File: src/rtl/booth_pkg.sv
// Shared types and helpers for the radix-4 Booth multiplier.
package booth_pkg;

  typedef enum logic [1:0] {
    IDLE = 2'd0,
    RUN  = 2'd1,
    DONE = 2'd2
  } state_e;

  // Partial-product selection produced by the recoder.
  typedef enum logic [2:0] {
    BZERO = 3'd0,
    BPOS1 = 3'd1,
    BPOS2 = 3'd2,
    BNEG1 = 3'd3,
    BNEG2 = 3'd4
  } booth_sel_e;

  // Iterations needed to consume a WIDTH-bit operand extended by two bits.
  function automatic int booth_k(input int width);
    return width / 2 + 1;
  endfunction

endpackage

File: src/rtl/booth_if.sv
// Request/response bundle between a requester and the Booth multiplier.
interface booth_if #(
  parameter int WIDTH = 32
);
  logic                 start;
  logic                 is_signed;
  logic [WIDTH-1:0]     a;
  logic [WIDTH-1:0]     b;
  logic                 busy;
  logic                 done;
  logic [2*WIDTH-1:0]   product;

  modport master (
    output start, is_signed, a, b,
    input  busy, done, product
  );

  modport slave (
    input  start, is_signed, a, b,
    output busy, done, product
  );
endinterface

File: src/rtl/booth_r4_encoder.sv
// Radix-4 Booth recoder: {b[2i+1], b[2i], b[2i-1]} -> multiple of A.
module booth_r4_encoder
  import booth_pkg::*;
(
  input  logic [2:0]  trip,
  output booth_sel_e  sel,
  output logic        neg
);

  // Standard radix-4 table; 000/111 are runs of equal bits and add nothing.
  always_comb begin
    sel = BZERO;
    neg = 1'b0;
    case (trip)
      3'b001, 3'b010: sel = BPOS1;
      3'b011:         sel = BPOS2;
      3'b100: begin
        sel = BNEG2;
        neg = 1'b1;
      end
      3'b101, 3'b110: begin
        sel = BNEG1;
        neg = 1'b1;
      end
      default: begin
        sel = BZERO;
        neg = 1'b0;
      end
    endcase
  end

endmodule

File: src/rtl/booth_multiplier.sv
// Iterative radix-4 Booth multiplier, WIDTH x WIDTH -> 2*WIDTH, signed or
// unsigned per operation. One Booth step per clock, K = WIDTH/2+1 steps.
module booth_multiplier
  import booth_pkg::*;
#(
  parameter int WIDTH = 32
) (
  input  logic     clk,
  input  logic     rst,
  booth_if.slave   bus
);

  localparam int K  = booth_k(WIDTH);
  localparam int CW = $clog2(K + 1);
  localparam int XW = WIDTH + 2;   // extended operand width
  localparam int UW = WIDTH + 4;   // upper accumulator field, holds +-2A partial sums
  localparam int LW = 2 * K;       // lower field collecting shifted-out product bits
  localparam int AW = UW + LW;

  state_e               state, state_nxt;
  logic [CW-1:0]        cnt;
  logic [XW-1:0]        ax, bx;
  logic [XW:0]          bz;
  logic [AW-1:0]        acc;
  logic signed [AW-1:0] acc_sum, acc_nxt;
  logic [UW-1:0]        mult, addend, upper_sum;
  logic [2*WIDTH-1:0]   prod;
  logic [2:0]           trip;
  booth_sel_e           sel;
  logic                 neg;
  logic                 accept, last;

  assign accept = (state != RUN) && bus.start;
  assign last   = (state == RUN) && (cnt == CW'(K - 1));

  // b[-1] = 0 sits below the extended multiplier; the counter walks the triplets.
  assign bz   = {bx, 1'b0};
  assign trip = bz[2*int'(cnt) +: 3];

  booth_r4_encoder u_enc (
    .trip (trip),
    .sel  (sel),
    .neg  (neg)
  );

  // Add the selected multiple into the upper field, then arithmetic shift by 2.
  always_comb begin
    mult = '0;
    case (sel)
      BPOS1, BNEG1: mult = {{2{ax[XW-1]}}, ax};
      BPOS2, BNEG2: mult = {ax[XW-1], ax, 1'b0};
      default:      mult = '0;
    endcase
    addend    = neg ? (~mult + UW'(1)) : mult;
    upper_sum = acc[AW-1:LW] + addend;
    acc_sum   = {upper_sum, acc[LW-1:0]};
    acc_nxt   = acc_sum >>> 2;
  end

  // State register.
  always_ff @(posedge clk) begin
    if (rst) state <= IDLE;
    else     state <= state_nxt;
  end

  // Next-state: accept from IDLE/DONE, count K steps in RUN, one DONE cycle.
  always_comb begin
    state_nxt = state;
    case (state)
      IDLE:    if (bus.start) state_nxt = RUN;
      RUN:     if (last)      state_nxt = DONE;
      DONE:    state_nxt = bus.start ? RUN : IDLE;
      default: state_nxt = IDLE;
    endcase
  end

  // Datapath: latch extended operands on accept, step the accumulator in RUN,
  // capture the product on the final step.
  always_ff @(posedge clk) begin
    if (rst) begin
      cnt  <= '0;
      ax   <= '0;
      bx   <= '0;
      acc  <= '0;
      prod <= '0;
    end else if (accept) begin
      cnt <= '0;
      acc <= '0;
      ax  <= bus.is_signed ? {{2{bus.a[WIDTH-1]}}, bus.a} : {2'b00, bus.a};
      bx  <= bus.is_signed ? {{2{bus.b[WIDTH-1]}}, bus.b} : {2'b00, bus.b};
    end else if (state == RUN) begin
      cnt <= cnt + CW'(1);
      acc <= acc_nxt;
      if (last) prod <= acc_nxt[2*WIDTH-1:0];
    end
  end

  assign bus.busy    = (state == RUN);
  assign bus.done    = (state == DONE);
  assign bus.product = prod;

endmodule

File: src/flat_wrapper.sv
// flat-port wrapper written by rule: the top's interface ports become plain ports
module booth_multiplier_flat import booth_pkg::*;
#(
  parameter int WIDTH = 32
)
  (clk, rst, bus_start, bus_is_signed, bus_a, bus_b, bus_busy, bus_done, bus_product);
  booth_if #(.WIDTH(WIDTH)) bus_i ();
  input  logic clk;
  input  logic rst;
  input wire logic [$bits(bus_i.start)-1:0] bus_start;
  input wire logic [$bits(bus_i.is_signed)-1:0] bus_is_signed;
  input wire logic [$bits(bus_i.a)-1:0] bus_a;
  input wire logic [$bits(bus_i.b)-1:0] bus_b;
  output wire logic [$bits(bus_i.busy)-1:0] bus_busy;
  output wire logic [$bits(bus_i.done)-1:0] bus_done;
  output wire logic [$bits(bus_i.product)-1:0] bus_product;
  assign bus_i.start = bus_start;
  assign bus_i.is_signed = bus_is_signed;
  assign bus_i.a = bus_a;
  assign bus_i.b = bus_b;
  assign bus_busy = bus_i.busy;
  assign bus_done = bus_i.done;
  assign bus_product = bus_i.product;
  booth_multiplier #(.WIDTH(WIDTH)) u_core (.clk(clk), .rst(rst), .bus(bus_i));
endmodule
File: config.mk
export PLATFORM = sky130hd
export DESIGN_NAME = booth_multiplier_flat
export DESIGN_NICKNAME = d
export VERILOG_FILES = /design/src/rtl/booth_pkg.sv /design/src/rtl/booth_if.sv /design/src/rtl/booth_r4_encoder.sv /design/src/rtl/booth_multiplier.sv /design/src/flat_wrapper.sv
export SDC_FILE = /design/constraint.sdc
export NUM_CORES = 1
export LEC_CHECK = 0
export BUFFER_PORTS_ARGS = -buffer_cell sky130_fd_sc_hd__buf_4
export CELL_PAD_IN_SITES_DETAIL_PLACEMENT = 2
export CELL_PAD_IN_SITES_GLOBAL_PLACEMENT = 2
export CORE_ASPECT_RATIO = 0.75
export CORE_MARGIN = 4
export CORE_UTILIZATION = 37
export DETAILED_ROUTE_END_ITERATION = 8
export PLACE_DENSITY = 0.9
export SLEW_MARGIN = 30
export SYNTH_ARGS = -nofsm -noshare
export SYNTH_HDL_FRONTEND = slang
export SYNTH_SLANG_ARGS = --single-unit
File: constraint.sdc
create_clock -name clk -period 17.4 [get_ports clk]
set_input_delay 0.87 -clock clk [delete_from_list [all_inputs] [get_ports clk]]
set_output_delay 0.87 -clock clk [all_outputs]
set_load 0.02 [all_outputs]
* After elaboration in Yosys (flattened, before gate mapping)
Index checks and enable logic that the tools add are counted.
** Word-level totals
- Register bits after elaboration :: 207
- Latch bits :: 0
- Bits in writable memories :: 0
- Memory bits (read-only) :: 0
- Input bits :: 68
- Output and inout bits :: 66
- Word-level logic and storage cells :: 49
- Memories kept :: 0
** Operators by class
- Add/subtract/negate cells :: 3
- Multiply operators :: 0
- Divide/modulo/power cells :: 0
- Order comparisons :: 0
- Equal/unequal tests :: 16
- Shifts and indexed selects :: 1
- Muxes and demuxes :: 10
- Bitwise logic cells :: 2
- Reductions and logical operators :: 11
** Operators with widths (count)
- case mux 36 bit (2 select lines) :: 1
- 2-to-1 mux 34 bit :: 2
- adder 36 x 1 -> 36 bit (second input constant) :: 1
- adder 36 bit :: 1
- 2-to-1 mux 36 bit :: 1
- NOT 36 bit :: 1
- variable part select 35 x 7 -> 3 bit :: 1
- == test 3 x 2 -> 1 bit (second input constant) :: 4
- == test 3 bit (second input constant) :: 4
- case mux 3 bit (4 select lines) :: 1
- OR reduction 2 bit :: 5
- == test 3 x 1 -> 1 bit (second input constant) :: 2
- case mux 2 bit (3 select lines) :: 1
- adder 5 x 1 -> 5 bit (second input constant) :: 1
- == test 5 bit (second input constant) :: 1
- 2-to-1 mux 2 bit :: 2
- inequality test 2 x 1 -> 1 bit (second input constant) :: 2
- AND reduction 3 bit :: 1
- OR reduction 3 bit :: 1
- == test 2 x 1 -> 1 bit (second input constant) :: 1
- == test 2 bit (second input constant) :: 1
- logical AND 1 bit :: 2
- zero test 2 bit :: 1
- 2-to-1 mux 1 bit :: 2
- 3 further kinds :: 3

* Depth between registers and ports, before layout
- Depth after elaboration :: 11
- Depth in mapped cells :: 38
- Gate-level depth less buffers :: 33

* Hierarchy
A second synthesis with hierarchy kept.
** Unflattened totals
- Cells, all modules :: 1375
- Area total of the unflattened synthesis :: 10662.7 sq um
** By module, submodules not included
- booth_multiplier :: times used 1, cells an instance 1370, area an instance 10621.4 sq um, seq. area each 4063.9 sq um
- booth_r4_encoder :: times used 1, cells an instance 5, area an instance 41.3 sq um, seq. area each 0.0 sq um

* Worst setup path before layout
No wires, ideal clock.
- Kind :: register to register
- Start point :: reg u_core.cnt[0]
- End point :: reg, netlist name u_core.acc[67]
- Library setup time :: 0.070 ns
- Data arrival time :: 7.481 ns
- Required time :: 17.330 ns
- Setup slack :: 9.849 ns
- Stages on the path, launching flop included :: 36
- Path buffers :: 5
- Period minus slack after synthesis :: 7.551 ns
- Path through :: dfxtp_1 > buf_2 > buf_1 > mux4_2 > mux2_2 > a21oi_1 > nor2_1 > nor2_1 > ha_1 > nor2_1 > and2_1 > a31oi_2 > a21oi_2 > buf_2 > buf_2 > buf_1 > a22oi_1 > ha_1 > nand2_1 > a221oi_4 > nand4_2 > or3_4 > nor3_1 > nor2_1 > xnor2_1 > ha_1 > nand2_1 > nor2_1 > nand2_1 > a2111oi_0 > o211a_1 > nor3_1 > o31ai_1 > xor2_1 > or3_1 > a21oi_1
** Between the ends
- Longest elaborated chain between the ends :: 11
- Elaborated cells between the ends (all ways) :: 23
- Classes of those cells :: add/sub (2); eq/ne (10); shift (1); mux (4); bitwise (1); reduce/logical (5)
** Ends and longest elaborated chain
- start, declared :: RTL line booth_multiplier.sv:21 : logic [CW-1:0] cnt;
- start signal, assigned :: RTL line booth_multiplier.sv:92 : cnt <= cnt + CW'(1);
- variable part select 35 x 7 -> 3 bit (*) :: RTL line booth_multiplier.sv:38 : assign trip = bz[2*int'(cnt) +: 3];
- == test 3 bit (tied with other cells) :: RTL line booth_r4_encoder.sv:14 : case (trip)
- OR reduction 2 bit, on equally long branches
- case mux 3 bit (4 select lines) :: RTL line booth_r4_encoder.sv:14
- == test 3 x 2 -> 1 bit (tied with other cells) :: RTL line booth_multiplier.sv:49 : case (sel)
- OR reduction 2 bit :: RTL line booth_multiplier.sv:49
- case mux 36 bit (2 select lines) :: RTL line booth_multiplier.sv:49
- NOT 36 bit :: RTL line booth_multiplier.sv:54 : addend = neg ? (~mult + UW'(1)) : mult;
- adder 36 x 1 -> 36 bit :: RTL line booth_multiplier.sv:54
- 2-to-1 mux 36 bit (*) :: RTL line booth_multiplier.sv:54
- adder 36 bit (*) :: RTL line booth_multiplier.sv:55 : upper_sum = acc[AW-1:LW] + addend;
Mark *: on every way between the ends. The rest lies on a longest branch, timed or not.
A chain may end at the register's enable or synchronous reset.

* Final worst setup path
- Start point :: reg u_core.cnt[1]
- End point :: reg, netlist name u_core.acc[67]
** Between the ends
- Longest elaborated chain between the ends :: 11
- Elaborated cells between the ends (all ways) :: 23
- Classes of those cells :: add/sub (2); eq/ne (10); shift (1); mux (4); bitwise (1); reduce/logical (5)
** Ends and longest elaborated chain (RTL line)
- variable part select 35 x 7 -> 3 bit (*) :: booth_multiplier.sv:38
- == test 3 bit (tied with other cells) :: booth_r4_encoder.sv:14
- OR reduction 2 bit, on equally long branches
- case mux 3 bit (4 select lines) :: booth_r4_encoder.sv:14
- == test 3 x 2 -> 1 bit (tied with other cells) :: booth_multiplier.sv:49
- OR reduction 2 bit :: booth_multiplier.sv:49
- case mux 36 bit (2 select lines) :: booth_multiplier.sv:49
- NOT 36 bit :: booth_multiplier.sv:54
- adder 36 x 1 -> 36 bit :: booth_multiplier.sv:54
- 2-to-1 mux 36 bit (*) :: booth_multiplier.sv:54
- adder 36 bit (*) :: booth_multiplier.sv:55
Marks and branches as above.

==> flow_summary.ini <==
[detailed_routing]
drcViolationCount = 0
vias = 10740
ant_nets = 0
wl_mm = 39.93
post_drt_wl_per_cell_um = 20.96
drtIter0Drc = 635
first_pass_iters = 5
viasPerCell = 5.638

[placement]
port_buffers = 133
place_area_sq_um = 12040
dp_slack_ns = 8.890
dpl.cell_count = 1864
gp_congestion = 0.8759
dp_hpwl_mm = 26.51

[cells_and_area]
multi_input_area_sq_um = 6359
fill_cells = 3207
final_core_util_pct = 45.08
stdcell_area_sq_um = 12820
final-instance-count-excl-fill = 1905
antenna_cells = 0
seq_area_sq_um = 4065
fin_nets = 1615
area_growth_pct = 18.28
layout-drive-gt1-share_pct = 14.61

[pwr]
power_mw = 1.229
vdd_drop_max_mv = 0.05742
p_leak_nw = 4.862
power_density_nw_per_um2 = 95.85

[synth]
syn_nets = 1546
synth_enable_flop_cells = 0
syn_inst = 1435
seq_area_frac_synth_pct = 37.48
ys_async_sr_fraction_pct = 0
yosys.cell_types.count = 76
ys.flop_type = dfxtp_1
ys_seq_elements = 203
ys_warn_count = 0
synth_area_sq_um = 10840
avgSynthCellArea_sq_um = 7.555

[sta]
rsz0062_at_grt = no
maxSlewViolCount = 0
finalSetupViolCount = 0
hold_violations = 0
finalSetupTns_ns = 0
skew_ns = 0.01687
setup_slack_ns = 8.799
relSlewSlack_pct = 44.46
worstMarginPinSlew_ns = 0.8319
final.min_clock_period_ns = 8.601
hold-worst-slack_ns = 0.4547
fin_crit_sh_pct = 49.43
fmax_mhz = 116.3

[cts]
cts_tree = done
clock_path_buffers = 3
cts_hold_buf = 0
clk_latency_ns = 0.55
post_cts_buffers = 0
cts.sinks = 203
path_clk_slew_ns = 0.06
root_buffer = clkbuf_16
numCtsBuffers = 23
htree_levels = 1
cts_resized = 0

[global_route]
grt_usage_pct = 24.27
grt_pass1_wl_mm = 64.25
grt_max_degree = 73
grt_pass1_vias = 11640
antenna_found_initial = 0
overflow = 0

[floorplan]
start_util_pct = 38.11
core_sq_um = 28450
fp.dieH_um = 156.2
dieArea_sq_um = 32130
die_x_um = 205.7
io_pins = 134
placementRows = 53

[setup_path]
path_common_cell = ha_1
setup.worst_path.end_class = flip-flop
critPathArrivalTime_ns = 9.06
worstSetupPathType = flip-flop to flip-flop
critPathLaunchType = flip-flop
worstPathMaxFanout = 42
max_stage_delay_ns = 0.86
cp.required_ns = 17.86
cp_slowest_cell = dfxtp_1

[hold_path]
min_path_type = flip-flop to flip-flop

[run_status]
status = complete, no violations

[run]
drv_cap = 0
## cells in the final DEF (no fill, tap or decap), drive strengths merged, types with 9 or more instances in the layout
| cell type | n |
|---|---|
| inv | 16 |
| nor3 | 15 |
| a21oi | 244 |
| buf | 144 |
| nand4 | 11 |
| dfxtp | 203 |
| nor2 | 53 |
| xor2 | 14 |
| ha | 42 |
| o21a | 9 |
| a31oi | 14 |
| a211oi | 16 |
| o21ai | 35 |
| or3 | 14 |
| and2 | 13 |
| nand3 | 13 |
| xnor2 | 47 |
| a22oi | 24 |
| clkbuf | 33 |
| a21o | 15 |
| nand2 | 430 |
## kinds of logic (layout without fill, tap and decap cells)
group,count (synthesis),in the layout,share of synthesized area (%)
AOI/OAI and AO/OA,410,410,23.04
buffers and inverters,115,200,4.120
xor gates and xnor gates,61,61,4.928
muxes,19,19,2.654
adders and majority gates,43,43,5.032
DFF,203,203,37.48
and+or+nand+nor,584,584,22.75
## cell type report
| cell class | count | area share, % |
|---|---|---|
| clock buffer | 33 | 5.249 |
| clock inverter | 8 | 0.8391 |
| inverter | 15 | 0.4391 |
| multi-input combinational | 1117 | 49.59 |
| sequential | 203 | 31.70 |
| tap | 385 | 3.756 |
| timing repair buffer | 144 | 8.430 |
## power by group
| part | leakage (nW) | internal (mW) | switching [mW] |
|---|---|---|---|
| Combinational | 2.83 | 0.0784 | 0.145 |
| Sequential | 1.65 | 0.477 | 0.0166 |
| Clock | 0.385 | 0.300 | 0.212 |
## worst max-delay path, delay by kind of cell, from the launching register on
kind	cells	cell delay [ns]
DFF	1	0.86
and+or+nand+nor	10	2.44
muxes	2	0.89
AOI/OAI and AO/OA	12	2.80
adders and majority gates	3	0.88
buffers and inverters	1	0.32
xor gates and xnor gates	2	0.32
## flip-flops by register name (all words and copies together), names as in the netlist
signal and cells:
u_core.acc 66, u_core.ax 33, u_core.bus.product 64, u_core.bx 33, u_core.cnt 5, u_core.state 2
## path summary, 6_finish.rpt
kind,endpoint,cells after the start,slack (ns),from
max,u_core.acc[67],30,8.80,u_core.cnt[1]
min,u_core.bus.product[58],2,0.45,u_core.bus.product[58]
max reg2reg,u_core.acc[67],30,8.80,u_core.cnt[1]
min reg2reg,u_core.bus.product[58],2,0.45,u_core.bus.product[58]
## cell usage after synthesis, types with 14 or more instances
library cell / instances / area [sq um]
nor3_1: 14 / 70.07
a211oi_1: 15 / 112.6
xnor2_1: 47 / 411.6
ha_1: 42 / 525.5
o21ai_0: 31 / 155.2
clkbuf_1: 79 / 296.5
a21o_1: 15 / 112.6
dfxtp_1: 203 / 4064
a22oi_1: 24 / 180.2
nor2_1: 52 / 195.2
inv_1: 14 / 52.55
xor2_1: 14 / 122.6
buf_1: 14 / 52.55
nand2_1: 429 / 1610
a21oi_1: 243 / 1216
## routing by layer
metal | wire length [um] | global-route usage, % | share of wire [%]
met1 | 17720 | 31.49 | 44
met2 | 19700 | 42.42 | 49
met3 | 1368 | 3.460 | 3.4
met4 | 1137 | 6.662 | 2.8
met5 | 0 | 0 | 0
Note: power is estimated with default switching activity, not from simulation.
